===== src/rtl/mem_port_arbiter_if.sv =====
// -----------------------------------------------------------------------------
// mem_port_arbiter_if
//   Bundles the instruction-fetch port, the data port and the shared memory
//   port of mem_port_arbiter.
//
//   modport slave  : the arbiter's view (requests and MemRData in; grants,
//                    responses, memory strobes and Stall out).
//   modport master : the environment's view (CPU pipeline plus memory model),
//                    the exact mirror of slave.
//
//   Signal groups:
//     fetch  : IReq, IAddr -> IGnt, IValid, IRData
//     data   : DReq, DWrite, DAddr, DWData, DBHW, DExtendSign
//              -> DGnt, DValid, DErr, DRData
//     memory : MemAddr, MemWData, MemRead, MemWrite, MemBHW, MemExtendSign
//              <- MemRData (valid one cycle after MemRead)
//     Stall  : pipeline freeze while any request waits
// -----------------------------------------------------------------------------
interface mem_port_arbiter_if;
  // Fetch port
  logic        IReq;
  logic [31:0] IAddr;
  logic        IGnt;
  logic        IValid;
  logic [31:0] IRData;

  // Data port
  logic        DReq;
  logic        DWrite;
  logic [31:0] DAddr;
  logic [31:0] DWData;
  logic [1:0]  DBHW;
  logic        DExtendSign;
  logic        DGnt;
  logic        DValid;
  logic        DErr;
  logic [31:0] DRData;

  // Shared memory port
  logic [31:0] MemAddr;
  logic [31:0] MemWData;
  logic        MemRead;
  logic        MemWrite;
  logic [1:0]  MemBHW;
  logic        MemExtendSign;
  logic [31:0] MemRData;

  logic        Stall;

  modport slave (
    input  IReq, IAddr,
    input  DReq, DWrite, DAddr, DWData, DBHW, DExtendSign,
    input  MemRData,
    output IGnt, IValid, IRData,
    output DGnt, DValid, DErr, DRData,
    output MemAddr, MemWData, MemRead, MemWrite, MemBHW, MemExtendSign,
    output Stall
  );

  modport master (
    output IReq, IAddr,
    output DReq, DWrite, DAddr, DWData, DBHW, DExtendSign,
    output MemRData,
    input  IGnt, IValid, IRData,
    input  DGnt, DValid, DErr, DRData,
    input  MemAddr, MemWData, MemRead, MemWrite, MemBHW, MemExtendSign,
    input  Stall
  );
endinterface


===== src/rtl/mem_port_arbiter.sv =====
// -----------------------------------------------------------------------------
// mem_port_arbiter
//   Shares one single-cycle memory port between an instruction-fetch requester
//   and a data (load/store) requester. Grants and memory strobes are
//   combinational in the accept cycle; the response (Valid + RData) appears
//   exactly one cycle later, so back-to-back accesses run one per cycle.
//
//   Misaligned data accesses (word not 4-aligned, half not 2-aligned, size 3)
//   are granted without touching memory and complete next cycle with DErr=1.
//
//   Arbitration when both sides request:
//     default                  : data wins, unless the fetch side has been
//                                denied STARVE_LIMIT consecutive cycles.
//     MEM_PORT_ARBITER_RR_EN   : a 1-bit pointer alternates the winner after
//                                each contested grant (starvation counter
//                                not built).
//
//   Parameters : STARVE_LIMIT (1..15)
//   Ports      : Clk   - clock, rising edge
//                Reset - asynchronous, active-low
//                bus   - mem_port_arbiter_if.slave (fetch, data, memory, Stall)
// -----------------------------------------------------------------------------
module mem_port_arbiter #(
  parameter int unsigned STARVE_LIMIT = 4
) (
  input  logic                 Clk,
  input  logic                 Reset,
  mem_port_arbiter_if.slave    bus
);

  typedef enum logic [1:0] {
    IDLE   = 2'd0,
    I_PEND = 2'd1,   // fetch response due this cycle
    D_PEND = 2'd2    // data response due this cycle
  } state_t;

  state_t state, state_next;
  logic   d_store_q, d_store_next;   // pending data access was a store
  logic   d_err_q,   d_err_next;     // pending data access was misaligned

  logic   misaligned;
  logic   contested;
  logic   pick_d;
  logic   grant_i;
  logic   grant_d;

  assign misaligned = (bus.DBHW == 2'd3)
                    | ((bus.DBHW == 2'd2) & (|bus.DAddr[1:0]))
                    | ((bus.DBHW == 2'd1) & bus.DAddr[0]);

  assign contested = bus.IReq & bus.DReq;

`ifdef MEM_PORT_ARBITER_RR_EN
  logic rr_d_first;   // 1: data side wins the next contested cycle

  assign pick_d = bus.DReq & ~(contested & ~rr_d_first);

  always_ff @(posedge Clk or negedge Reset) begin
    if (!Reset) begin
      rr_d_first <= 1'b1;
    end else if (contested) begin
      // A contested cycle always produces a grant while out of reset.
      rr_d_first <= ~rr_d_first;
    end
  end
`else
  localparam logic [3:0] STARVE_MAX = 4'(STARVE_LIMIT);

  logic [3:0] starve_cnt;   // consecutive cycles IReq was denied

  assign pick_d = bus.DReq & ~(contested & (starve_cnt >= STARVE_MAX));

  always_ff @(posedge Clk or negedge Reset) begin
    if (!Reset) begin
      starve_cnt <= '0;
    end else if (grant_i || !bus.IReq) begin
      starve_cnt <= '0;
    end else if (starve_cnt != 4'hF) begin
      starve_cnt <= starve_cnt + 4'd1;
    end
  end
`endif

  // Grants are gated by Reset so nothing is accepted while it is held low.
  assign grant_d = Reset & pick_d;
  assign grant_i = Reset & bus.IReq & ~pick_d;

  // State register. The response flags travel with the state.
  always_ff @(posedge Clk or negedge Reset) begin
    if (!Reset) begin
      state     <= IDLE;
      d_store_q <= 1'b0;
      d_err_q   <= 1'b0;
    end else begin
      // NOTE: non-blocking assignments in clocked blocks so every register
      // samples the pre-edge values, independent of statement order.
      state     <= state_next;
      d_store_q <= d_store_next;
      d_err_q   <= d_err_next;
    end
  end

  // Next state, grants, memory strobes and responses.
  always_comb begin
    // NOTE: every output of this block gets a default first, so no path
    // leaves a signal unassigned and no latch is inferred.
    state_next        = IDLE;
    d_store_next      = 1'b0;
    d_err_next        = 1'b0;
    bus.IGnt          = grant_i;
    bus.DGnt          = grant_d;
    bus.MemAddr       = '0;
    bus.MemWData      = '0;
    bus.MemRead       = 1'b0;
    bus.MemWrite      = 1'b0;
    bus.MemBHW        = 2'd0;
    bus.MemExtendSign = 1'b0;

    if (grant_i) begin
      state_next        = I_PEND;
      bus.MemAddr       = bus.IAddr;
      bus.MemRead       = 1'b1;
      bus.MemBHW        = 2'd2;
    end else if (grant_d) begin
      state_next        = D_PEND;
      d_store_next      = bus.DWrite;
      d_err_next        = misaligned;
      bus.MemAddr       = bus.DAddr;
      bus.MemWData      = bus.DWData;
      bus.MemBHW        = bus.DBHW;
      bus.MemExtendSign = bus.DExtendSign;
      // Misaligned accesses are accepted but never reach memory.
      bus.MemRead       = ~misaligned & ~bus.DWrite;
      bus.MemWrite      = ~misaligned &  bus.DWrite;
    end

    bus.IValid = (state == I_PEND);
    bus.IRData = bus.IValid ? bus.MemRData : '0;
    bus.DValid = (state == D_PEND);
    bus.DErr   = bus.DValid & d_err_q;
    bus.DRData = (bus.DValid & ~d_store_q & ~d_err_q) ? bus.MemRData : '0;
  end

  assign bus.Stall = (bus.IReq & ~grant_i) | (bus.DReq & ~grant_d);

endmodule


===== src/flat_wrapper.sv =====
// flat-port wrapper written by rule: the top's interface ports become plain ports
module mem_port_arbiter_flat 
#(
  parameter int unsigned STARVE_LIMIT = 4
)
  (Clk, Reset, bus_IReq, bus_IAddr, bus_DReq, bus_DWrite, bus_DAddr, bus_DWData, bus_DBHW, bus_DExtendSign, bus_MemRData, bus_IGnt, bus_IValid, bus_IRData, bus_DGnt, bus_DValid, bus_DErr, bus_DRData, bus_MemAddr, bus_MemWData, bus_MemRead, bus_MemWrite, bus_MemBHW, bus_MemExtendSign, bus_Stall);
  mem_port_arbiter_if bus_i ();
  input  logic Clk;
  input  logic Reset;
  input wire logic [$bits(bus_i.IReq)-1:0] bus_IReq;
  input wire logic [$bits(bus_i.IAddr)-1:0] bus_IAddr;
  input wire logic [$bits(bus_i.DReq)-1:0] bus_DReq;
  input wire logic [$bits(bus_i.DWrite)-1:0] bus_DWrite;
  input wire logic [$bits(bus_i.DAddr)-1:0] bus_DAddr;
  input wire logic [$bits(bus_i.DWData)-1:0] bus_DWData;
  input wire logic [$bits(bus_i.DBHW)-1:0] bus_DBHW;
  input wire logic [$bits(bus_i.DExtendSign)-1:0] bus_DExtendSign;
  input wire logic [$bits(bus_i.MemRData)-1:0] bus_MemRData;
  output wire logic [$bits(bus_i.IGnt)-1:0] bus_IGnt;
  output wire logic [$bits(bus_i.IValid)-1:0] bus_IValid;
  output wire logic [$bits(bus_i.IRData)-1:0] bus_IRData;
  output wire logic [$bits(bus_i.DGnt)-1:0] bus_DGnt;
  output wire logic [$bits(bus_i.DValid)-1:0] bus_DValid;
  output wire logic [$bits(bus_i.DErr)-1:0] bus_DErr;
  output wire logic [$bits(bus_i.DRData)-1:0] bus_DRData;
  output wire logic [$bits(bus_i.MemAddr)-1:0] bus_MemAddr;
  output wire logic [$bits(bus_i.MemWData)-1:0] bus_MemWData;
  output wire logic [$bits(bus_i.MemRead)-1:0] bus_MemRead;
  output wire logic [$bits(bus_i.MemWrite)-1:0] bus_MemWrite;
  output wire logic [$bits(bus_i.MemBHW)-1:0] bus_MemBHW;
  output wire logic [$bits(bus_i.MemExtendSign)-1:0] bus_MemExtendSign;
  output wire logic [$bits(bus_i.Stall)-1:0] bus_Stall;
  assign bus_i.IReq = bus_IReq;
  assign bus_i.IAddr = bus_IAddr;
  assign bus_i.DReq = bus_DReq;
  assign bus_i.DWrite = bus_DWrite;
  assign bus_i.DAddr = bus_DAddr;
  assign bus_i.DWData = bus_DWData;
  assign bus_i.DBHW = bus_DBHW;
  assign bus_i.DExtendSign = bus_DExtendSign;
  assign bus_i.MemRData = bus_MemRData;
  assign bus_IGnt = bus_i.IGnt;
  assign bus_IValid = bus_i.IValid;
  assign bus_IRData = bus_i.IRData;
  assign bus_DGnt = bus_i.DGnt;
  assign bus_DValid = bus_i.DValid;
  assign bus_DErr = bus_i.DErr;
  assign bus_DRData = bus_i.DRData;
  assign bus_MemAddr = bus_i.MemAddr;
  assign bus_MemWData = bus_i.MemWData;
  assign bus_MemRead = bus_i.MemRead;
  assign bus_MemWrite = bus_i.MemWrite;
  assign bus_MemBHW = bus_i.MemBHW;
  assign bus_MemExtendSign = bus_i.MemExtendSign;
  assign bus_Stall = bus_i.Stall;
  mem_port_arbiter #(.STARVE_LIMIT(STARVE_LIMIT)) u_core (.Clk(Clk), .Reset(Reset), .bus(bus_i));
endmodule

===== config.mk =====
export PLATFORM = sky130hd
export DESIGN_NAME = mem_port_arbiter_flat
export DESIGN_NICKNAME = d
export VERILOG_FILES = /design/src/rtl/mem_port_arbiter_if.sv /design/src/rtl/mem_port_arbiter.sv /design/src/flat_wrapper.sv
export SDC_FILE = /design/constraint.sdc
export NUM_CORES = 1
export LEC_CHECK = 0
export CAP_MARGIN = 20
export CORE_AREA = 2 2 108 110
export DETAILED_ROUTE_END_ITERATION = 10
export DIE_AREA = 0 0 110 112
export MAX_ROUTING_LAYER = met4
export PLACE_DENSITY_LB_ADDON = 0.1
export SLEW_MARGIN = 20
export SYNTH_ARGS = -nofsm -noshare
export SYNTH_HDL_FRONTEND = slang
export SYNTH_SLANG_ARGS = --single-unit

===== constraint.sdc =====
create_clock -name Clk -period 1.6 [get_ports Clk]
set_input_delay 0.24 -clock Clk [delete_from_list [all_inputs] [get_ports Clk]]
set_output_delay 0.24 -clock Clk [all_outputs]
set_load 0.005 [all_outputs]

# Yosys cells after proc, flatten, opt, wreduce, memory -nomap -nowiden
# Cells that the tools add are included.
[word_totals]
reg_bits = 8
latchBits = 0
mem_bits_rw = 0
mem_bits_ro = 0
in_bits = 136
out_inout_bits = 139
wordCells = 64
mem_count = 0
[op_classes]
n_addsub = 1
mul = 0
div = 0
order_cmp = 1
n_eq_ne = 6
shifts = 0
n_mux = 22
n_bitwise = 26
n_reduce_logical = 4
[op_table]
columns = ["operator", "count"]
rows = [
  ["$mux 32", 6],
  ["$and 1x1->1", 15],
  ["$mux 1", 10],
  ["$mux 2", 4],
  ["$mux 4", 2],
  ["$not 1->1", 8],
  ["$eq 2x2->1 const B", 3],
  ["$add 4x1->4 const B", 1],
  ["$eq 2x1->1 const B", 2],
  ["$ge 4x3->1 const B", 1],
  ["$ne 4x4->1 const B", 1],
  ["$or 1x1->1", 3],
  ["$reduce_bool 2->1", 1],
  ["$reduce_or 2->1", 1],
  ["$logic_not 1->1", 1],
  ["$logic_or 1x1->1", 1],
]

# Longest topological paths before layout
[depth]
ltp_word = 9
depth_mapped = 6
ltp_nobuf = 4

# Least setup slack after synthesis
# Ideal clock, no wire load.
[synth_path]
kind = "register to output"
startpoint = "register u_core.starve_cnt[2]"
endpoint = "output port bus_MemAddr[18]"
arrival_ns = 1.199
required_ns = 1.360
path_slack_ns = 0.161
stages_incl_launch_ff = 7
n_path_buf = 2
path_cell_list = "dfrtp_1 > o21ai_1 > nand3_2 > inv_2 > buf_6 > buf_4 > a22o_1"
[synth_via]
elab_chain_len = 7
elab_cells_between_ends = 9
classes_between = "1 x order compare; 2 x mux; 6 x bitwise"
[synth_lines]
columns = ["element", "line", "rtl"]
rows = [
  ["from (decl)", "mem_port_arbiter.sv:69", "logic [3:0] starve_cnt;"],
  ["from (signal assigned)", "mem_port_arbiter.sv:79", "starve_cnt <= starve_cnt + 4'd1;"],
  ["$ge 4x3->1 (*)", "mem_port_arbiter.sv:71", "assign pick_d = bus.DReq & ~(contested & (starve_cnt >= STARVE_MAX));"],
  ["$and 1x1->1 (*)", "mem_port_arbiter.sv:71", ""],
  ["$not 1->1 (*)", "mem_port_arbiter.sv:71", ""],
  ["$and 1x1->1 (*)", "mem_port_arbiter.sv:71", ""],
  ["$and 1x1->1 / $not 1->1 (equally long branches)", "mem_port_arbiter.sv:85, mem_port_arbiter.sv:86", ""],
  ["$mux 32 / $and 1x1->1 (equally long branches)", "mem_port_arbiter.sv:124, mem_port_arbiter.sv:86", ""],
  ["$mux 32 (*)", "mem_port_arbiter.sv:119", "if (grant_i) begin"],
  ["to (decl)", "flat_wrapper.sv:26", "output wire logic [$bits(bus_i.MemAddr)-1:0] bus_MemAddr;"],
]
# Mark *: on every way between the ends. The rest lies on a longest branch, timed or not.

# Worst setup path after layout
[layout_path]
startpoint = "register u_core.starve_cnt[3]"
endpoint = "output port bus_MemAddr[6]"
# The elaborated chain is that of the path after synthesis.

==> impl_metrics.json <==
{
  "final_max_slew_viol_count": 0,
  "yosysMostFrequentCell": "and2_1",
  "clockBufferDepth": 2,
  "root_buffer": "clkbuf_16",
  "rows": 39,
  "ctsHtreeMaxLevel": 1,
  "synth_commonest_cells": "and2_1, a22o_1, clkbuf_1, dfrtp_1, nor3_1",
  "clock_latency_ns": 0.23,
  "antenna_found_initial": 0,
  "grt.overflow.total": 0,
  "cts_tree": "yes",
  "synthFlopType": "dfrtp_1",
  "setup_viol": 135,
  "die_area_um2": 12300,
  "wl_per_cell_um": 16.4,
  "initial_utilization_pct": 12.9,
  "synth-seq-cells": 8,
  "dr.pass1.iters": 4,
  "io_pins": 275,
  "rsz0062_at_grt": "true",
  "synth_area_leaders": "and2_1, a22o_1, dfrtp_1",
  "cts_made_buffers": 3,
  "required_ns": 1.36,
  "nets": 700,
  "vias": 2903,
  "drtIter0Drc": 70,
  "tightestPinTransition_ns": 0.339,
  "drt_wl_total_um": 11500,
  "synthCells": 190,
  "critical_path_class": "flop to output port",
  "syn_area_um2": 1440,
  "timing.fmax_mhz": 489,
  "p_per_area_nw_per_um2": 330,
  "finalHoldViolations": 0,
  "ys_warn_count": 0,
  "fin_ws_ns": -0.443,
  "cap_viol_max_count": 0,
  "vdd_drop_max_mv": 0.347,
  "yosysTopAreaCell": "and2_1",
  "dp_slack_ns": -0.683,
  "syn2layout_area_growth_pct": 315,
  "synth_nets": 327,
  "diodes": 0,
  "drive_gt1_share_pct": 64.3,
  "post_dp_cell_area_um2": 4470,
  "fin_skew_ns": 0.00145,
  "drc": 0,
  "dieWidth_um": 110,
  "timing.final.crit_share_pct": 128,
  "critPathArrivalTime_ns": 1.80,
  "synth_edf_count": 0,
  "max_slew_margin_pct": 77.3,
  "end_kind": "output port",
  "avgViaCountPerCell": 4.12,
  "track_usage_pct": 17.4,
  "seq_area_frac_synth_pct": 13.9,
  "synthArstFlopShare_pct": 100,
  "chipHeight_um": 112,
  "critical_path.startpoint_type": "flop",
  "grt_pass1_vias": 3004,
  "hold_class": "primary input to asynchronous set/reset pin",
  "synth_cell_types": 30,
  "holdWs_ns": 0.196,
  "cp_max_fo": 7,
  "postCtsHoldBufs": 0,
  "ant_nets": 0,
  "synth_top_area_share_pct": 43.3,
  "violations": "negative setup slack",
  "coreArea_um2": 11200,
  "clock_sinks": 8,
  "p_leak_nw": 2.90,
  "grt_pass1_wl_um": 16100,
  "fin_crit_ns": 2.04,
  "clk_pin_slew_ns": 0.04,
  "hpwl_um": 7720,
  "grt_max_degree": 10,
  "place.gp.congestion": 0.799,
  "port_buffers": 274,
  "synth.avg_cell_area_um2": 7.60,
  "status": "finished with violations",
  "design_area_um2": 5990
}
## layout by cell type (no fill, tap or decap), types with 2 or more instances in the layout
cell             netlist  final
buf_4                  1     32
clkdlybuf4s50_1        0    130
dlygate4sd2_1          0      7
inv_1                  4      3
nor3_1                 6      5
buf_12                 0     12
and2_1               100      8
nand3_1                2      2
a21o_2                 2      2
nor2b_4                0      2
buf_8                  0      4
buf_16                 0     10
dfrtp_1                8      8
clkbuf_2               0      2
buf_2                  3     39
a22o_1                28     28
and2_4                 0     92
clkbuf_16              0      5
buf_6                  4    146
a22o_4                 0      3
## critical path, cell delays in order (launching register included)
cell and delay [ns]:
dfrtp_1 0.40, buf_6 0.13, nor2_4 0.10, a211oi_4 0.09, buf_12 0.15, buf_12 0.13, buf_16 0.13, buf_6 0.12
a22o_1 0.19, buf_2 0.12
## through the flow
stage / TNS, ns / cells / utilization [%] / total power [mW]
after floorplan: 0 / 190 / - / 0.447
after global placement: -53.15 / 615 / 40.0 / 1.16
after detailed placement: -54.57 / 615 / 40.0 / 1.16
after CTS: -32.23 / 696 / 49.0 / 1.88
after global routing: -44.47 / 704 / 53.6 / 2.08
final: -35.54 / 704 / 53.6 / 1.98
## flip-flops by register name (all words and copies together) (netlist names)
name	cells
u_core.d_err_q	1
u_core.d_store_q	1
u_core.starve_cnt	4
u_core.state	2
## routing by layer
metal  up-vias  routed length, um  global-route usage, %
met5         -                  0                      -
met4         0                 82                   1.77
met3         6               1010                   2.87
met2       160               6620                   35.7
met1      1344               3810                   16.9
li1       1393                  -                      -
## cells by family after synthesis
group / share of synthesized area (%)
compound gates: 25.0
xor+xnor: 0.607
fa+ha+maj: 1.56
buf+inv: 8.06
flops: 13.9
mux: 0.693
simple gates: 50.3
## power breakdown
part | switching [mW] | internal, mW | total [mW]
Clock | 0.0934 | 0.322 | 0.415
Sequential | 0.00899 | 0.213 | 0.222
Combinational | 0.395 | 0.947 | 1.34
Total | 0.497 | 1.48 | 1.98
## timing repair
item                                    CTS  global route
gates cloned                             15             2
pin swaps                                74            29
endpoints found under the setup margin  139           135
buffers inserted                         63            26
resized for setup                       702           150
## final cells by class
type	count	area, um^2
Fill cell	1036	5190
Timing Repair Buffer	384	4080
Multi-Input combinational cell	161	1430
Sequential cell	8	200
Tap cell	143	179
Clock buffer	3	75.1
Inverter	5	23.8
## worst paths after layout
| path | depth (start not counted) | end | startpoint | slack (ns) |
|---|---|---|---|---|
| worst max-delay path | 9 | bus_MemAddr[6] | u_core.starve_cnt[3] | -0.44 |
| worst min-delay path | 3 | u_core.starve_cnt[3] | Reset | 0.20 |
| worst max register to register | 8 | u_core.state[0] | u_core.starve_cnt[3] | 0.08 |
| worst min register to register | 2 | u_core.starve_cnt[0] | u_core.starve_cnt[0] | 0.61 |
| max in group asynchronous | 3 | u_core.state[0] | Reset | 1.27 |
| min in group Clk | 2 | u_core.starve_cnt[0] | u_core.starve_cnt[0] | 0.61 |
No activity file was read; power rests on OpenSTA's default activity.
==> RTL edit 1 (same flow settings) <==
Build with the macro `MEM_PORT_ARBITER_RR_EN` defined.
--- a/src/rtl/mem_port_arbiter.sv
+++ b/src/rtl/mem_port_arbiter.sv
@@ -21,4 +21,6 @@
 //                bus   - mem_port_arbiter_if.slave (fetch, data, memory, Stall)
 // -----------------------------------------------------------------------------
+`define MEM_PORT_ARBITER_RR_EN
+
 module mem_port_arbiter #(
   parameter int unsigned STARVE_LIMIT = 4
Behaviour: not the same (a bounded check fails within 4 cycles, from zero or initial values and one cycle with Reset low).
==> RTL edit 1 against the original RTL <==
Setup slack better by 0.10 ns; combinational power is 55% higher; count of clock-buffer cells in the layout is 1 higher; wire length is 12% lower; final area is 12% lower; total power is 35% higher; sequential cell count is 3 lower; first-iteration DRC count is 26% lower; critical path depth is 2 lower; die area stayed put; critical endpoint is now bus_MemAddr[8]; the flow still finishes with violations (negative setup slack); synthesized area is 13% lower; non-clock buffer count is 37 lower.
==> RTL edit 1: results (changes against the original RTL) <==
| Metric | Value |
|---|---|
| Outcome | `complete, but fails checks` |
| Failing checks | `negative setup slack` |
| Proportion of synthesized chip area in sequential cells | `0.101 (-0.0375)` |
| Number of flip-flops in the largest register | `2 (-2)` |
| Initial antenna violation count | `1 (+1)` |
| Final HPWL from detailed placement | `6930 um (-10%)` |
| Wire length of the first global-routing pass | `14200 um (-12%)` |
| Vias in the first global route | `2722 (-9.4%)` |
| Peak VDD IR | `0.295 mV (-15%)` |
| Routed via count | `2631 (-9.4%)` |
| Register with the most flip-flops | `u_core.state` |
| Power in combinational cells | `2.08 mW (+55%)` |
| Switching fraction of total power | `0.280 (+0.0290)` |
| Worst setup endpoint | `bus_MemAddr[8]` |
| Post-Place Worst Slack | `-0.676 ns (+0.00779 ns)` |
| Largest driver fanout on the critical path | `5 (-2)` |
| Data arrival, critical path | `1.70 ns (-0.10 ns)` |
| Worst reg2reg path depth | `6 (-2)` |
| Global-route total usage across every layer | `0.155 (-0.0190)` |
| PnR worst setup slack | `-0.338 ns (+0.105 ns)` |
| Register-to-Register Setup Slack | `0.22 ns (+0.14 ns)` |
| Clock group total power | `0.406 mW (-2%)` |
| DP Cell Count | `592 (-3.7%)` |
| Instance area at placement | `4270 um2 (-4.5%)` |
| Combinational group share of total power | `0.781 (+0.103)` |
| Fin cells | `653 (-7.2%)` |
| Top cells by area in the synthesized netlist | `sky130_fd_sc_hd__and2_1, sky130_fd_sc_hd__a22o_1, sky130_fd_sc_hd__dfrtp_1, sky130_fd_sc_hd__clkbuf_1, sky130_fd_sc_hd__dfstp_2` |
| Cell with the largest stage delay on the worst path | `sky130_fd_sc_hd__dfstp_2` |
| Layout cell share with drive strength beyond 1 | `0.605 (-0.0384)` |
| Top cell types by occurrence after synthesis | `sky130_fd_sc_hd__and2_1, sky130_fd_sc_hd__a22o_1, sky130_fd_sc_hd__clkbuf_1` |
| Worst slew margin | `0.807 (+0.0337)` |
| Initial drt markers | `52 (-26%)` |
| Distinct cell type count after synthesis | `23 (-23%)` |
| Critical R2R Launch | `u_core.rr_d_first$_DFFE_PN1N_` |
| Final-layout setup total negative slack | `-25.22 ns (+10.32 ns)` |
| Setup-failing EPs final | `113 (-16%)` |
| Maximum number of pins on one net before global-route repair | `14 (+4)` |
==> RTL edit 1: cell count changes after synthesis, sizes merged, moves of 2 or more <==
cell	change
buf	-3
clkbuf	+3
dfrtp	-4
inv	-2
nand2	+2
nand3	-3
nor3	-4
==> RTL edit 1: logic make-up (layout without fill, tap and decap cells) <==
family | after synthesis | in the layout | synth area share
and+or+nand+nor | 112 | 112 | 0.558
AOI/OAI and AO/OA | 37 | 37 | 0.262
buffers and inverters | 19 | 354 | 0.0721
DFF | 5 | 5 | 0.101
xor gates and xnor gates | 1 | 1 | 0.00701
other | 0 | 1 | 0
==> RTL edit 1: per-layer routing <==
| layer | part of all wire | GRT usage | vias to the layer above |
|---|---|---|---|
| met5 | 0 | - | - |
| met3 | 0.11 | 0.0392 | 10 |
| li1 | - | - | 1262 |
| met1 | 0.31 | 0.140 | 1190 |
| met4 | 0.013 | 0.0346 | 0 |
| met2 | 0.57 | 0.311 | 169 |
==> RTL edit 1: cell type report <==
class	count	area, um2
tap	143	179
inverter	3	16.3
multi-input combinational	150	1300
fill	1054	5880
sequential	5	126
antenna	1	2.50
clock buffer	4	78.8
timing repair buffer	347	3600
==> RTL edit 1: timing repair <==
| item | 4_1_cts | 5_1_grt |
|---|---|---|
| gates resized for setup | 693 | 93 |
| gates cloned | 15 | 1 |
| buffers inserted | 37 | 11 |
| setup endpoints to repair | 139 | 136 |
| pin swaps | 76 | 31 |
==> RTL edit 1: worst max-delay path, delay by kind of cell, from the launching register on <==
family / cells / cell delay [ns]
compound gates: 1 / 0.23
simple gates: 2 / 0.21
flops: 1 / 0.54
buf+inv: 4 / 0.50
==> RTL edit 2 (same flow settings) <==
Made on the original files. The 3 states of `state_t` get a one-hot encoding in 3 bits.
--- a/src/rtl/mem_port_arbiter.sv
+++ b/src/rtl/mem_port_arbiter.sv
@@ -29,8 +29,8 @@
 );
 
-  typedef enum logic [1:0] {
-    IDLE   = 2'd0,
-    I_PEND = 2'd1,   // fetch response due this cycle
-    D_PEND = 2'd2    // data response due this cycle
+  typedef enum logic [2:0] {
+    IDLE   = 3'b001,
+    I_PEND = 3'b010,   // fetch response due this cycle
+    D_PEND = 3'b100    // data response due this cycle
   } state_t;
 
Check against the original RTL: no difference found for any inputs over 10 cycles, from zero or initial values and one cycle with Reset low; not proved beyond that.
==> RTL edit 2 against the original RTL <==
The run still ends with negative setup slack left; synthesized area up 2.5%; sequential cell count up 1; total power down 7.3%; via count down 0.86%; setup slack worse by 0.057 ns; final area down 2.0%; critical path depth unchanged; wire length up 1.5%; synthesized cell count up 1.6%; cell count down 0.57%; sequential share of layout area up 0.52 points; clock skew up 0.0013 ns; critical path type unchanged.
==> RTL edit 2: results (changes against the original RTL) <==
| Metric | Value |
|---|---|
| Largest registers in the final layout | `u_core.starve_cnt: 4 flops, u_core.state: 3 flops` |
| Post-synthesis share of cell area spent on full adders, half adders and majority gates | `0.00845 (-0.00714)` |
| Total number of nets in the final design | `695 (-0.71%)` |
| Setup-failing EPs final | `135 (unchanged)` |
| Switching fraction of total power | `0.252 (+0.000899)` |
| Largest driver fanout on the critical path | `8 (+1)` |
| Peak VDD IR | `0.280 mV (-19%)` |
| Proportion of synthesized chip area in sequential cells | `0.153 (+0.0144)` |
| Global-route total usage across every layer | `0.164 (-0.00986)` |
| Data arrival, critical path | `1.86 ns (+0.06 ns)` |
| Layout Skew | `0.00277 ns (+0.00132 ns)` |
| Maximum number of pins on one net before global-route repair | `23 (+13)` |
| Vias in the first global route | `2754 (-8.3%)` |
| PnR worst setup slack | `-0.500 ns (-0.0568 ns)` |
| Initial drt markers | `44 (-37%)` |
| Drt total wl | `11700 um (+1.5%)` |
| Wire length of the first global-routing pass | `14900 um (-7.6%)` |
| Top cells by area in the synthesized netlist | `sky130_fd_sc_hd__and2_1, sky130_fd_sc_hd__a22o_1, sky130_fd_sc_hd__dfrtp_1, sky130_fd_sc_hd__a22o_2, sky130_fd_sc_hd__buf_6` |
| Reg-to-reg endpoint | `u_core.d_store_q$_DFF_PN0_` |
| Outcome | `complete, but fails checks` |
| Leakage power of the design | `2.84 nW (-2.1%)` |
| Post-route worst hold slack | `0.166 ns (-0.0297 ns)` |
| Distinct cell type count after synthesis | `28 (-6.7%)` |
| Final HPWL from detailed placement | `8180 um (+6.0%)` |
| Top cell types by occurrence after synthesis | `sky130_fd_sc_hd__and2_1, sky130_fd_sc_hd__a22o_1, sky130_fd_sc_hd__dfrtp_1` |
| Worst slew margin | `0.704 (-0.0689)` |
| Post-Synthesis Net Count | `330 (+0.92%)` |
| Routed via count | `2878 (-0.86%)` |
| Xor/xnor share of the synthesized area | `0.00592 (-0.000149)` |
| Routability cong. | `0.800 (+0.15%)` |
| Antenna Cells | `0 (unchanged)` |
| Complex-gate fraction of the synthesized area | `0.251 (+0.00149)` |
| Post-Place Worst Slack | `-0.710 ns (-0.0268 ns)` |
| Failing checks | `negative setup slack` |
| Mux cell area share after synthesis | `0.00676 (-0.000170)` |
| Layout cell share with drive strength beyond 1 | `0.634 (-0.00974)` |
| Crit path launch | `u_core.starve_cnt[2]$_DFFE_PN0P_` |
## RTL edit 2: logic make-up (layout without fill, tap and decap cells)
logic type	count (synthesis)	in the layout
AO/OA/AOI/OAI	43	43
XOR/XNOR	1	1
adder cells (fa/ha/maj)	1	1
buffers and inverters	21	385
flip-flops	9	9
multiplexers	1	1
AND/OR/NAND/NOR	117	117
## RTL edit 2: timing repair
item | CTS | global route
pin swaps | 39 | 69
resized for setup | 463 | 333
buffers inserted | 37 | 39
endpoints found under the setup margin | 139 | 138
cloned | 10 | 7
## RTL edit 2: worst max-delay path: stages, from the launching register on
cell,delay (ns)
sky130_fd_sc_hd__dfrtp_1,0.41
sky130_fd_sc_hd__nor2_4,0.16
sky130_fd_sc_hd__a211oi_4,0.08
sky130_fd_sc_hd__buf_12,0.15
sky130_fd_sc_hd__buf_6,0.11
sky130_fd_sc_hd__buf_12,0.11
sky130_fd_sc_hd__buf_16,0.13
sky130_fd_sc_hd__buf_4,0.13
sky130_fd_sc_hd__a22o_1,0.20
sky130_fd_sc_hd__buf_2,0.13
## RTL edit 2: area by class of cell
class	count	area [um2]
Tap cell	143	179
Clock buffer	3	75.1
Sequential cell	9	226
Fill cell	1065	5310
Multi-Input combinational cell	163	1450
Clock inverter	1	5.00
Timing Repair Buffer	376	3910
Inverter	5	23.8
## RTL edit 2: per-stage QoR
stage | utilization | power, mW | cell area (um2) | instances | setup TNS [ns]
global route | 0.525 | 1.92 | 5870 | 700 | -44.11
floorplan | - | 0.450 | 1480 | 193 | 0
detailed placement | 0.402 | 1.10 | 4490 | 613 | -65.75
CTS | 0.451 | 1.64 | 5040 | 664 | -46.07
global placement | 0.402 | 1.10 | 4490 | 613 | -62.25
finish | 0.525 | 1.83 | 5870 | 700 | -34.72
## RTL edit 2: power groups by stage
stage	Clock (mW)	Sequential (mW)	Combinational [mW]
floorplan	0	0.251	0.199
global placement	0	0.253	0.844
detailed placement	0	0.253	0.851
CTS	0.450	0.252	0.936
global route	0.463	0.253	1.21
finish	0.443	0.252	1.14
## RTL edit 2: worst min path at each step
stage | end | cells after the start
after floorplan | u_core.d_err_q$_DFF_PN0_ | 0
after global placement | u_core.starve_cnt[0]$_DFFE_PN0P_ | 2
after detailed placement | u_core.starve_cnt[0]$_DFFE_PN0P_ | 2
after CTS | u_core.starve_cnt[3]$_DFFE_PN0P_ | 2
after global routing | u_core.starve_cnt[2]$_DFFE_PN0P_ | 2
final | u_core.starve_cnt[2]$_DFFE_PN0P_ | 2
## RTL edit 2: layer usage
metal	global-route usage	share of wire	wire length (um)
met1	0.154	0.33	3900
met2	0.330	0.56	6530
met3	0.0386	0.099	1160
met4	0.0262	0.0096	112
met5	-	0	0
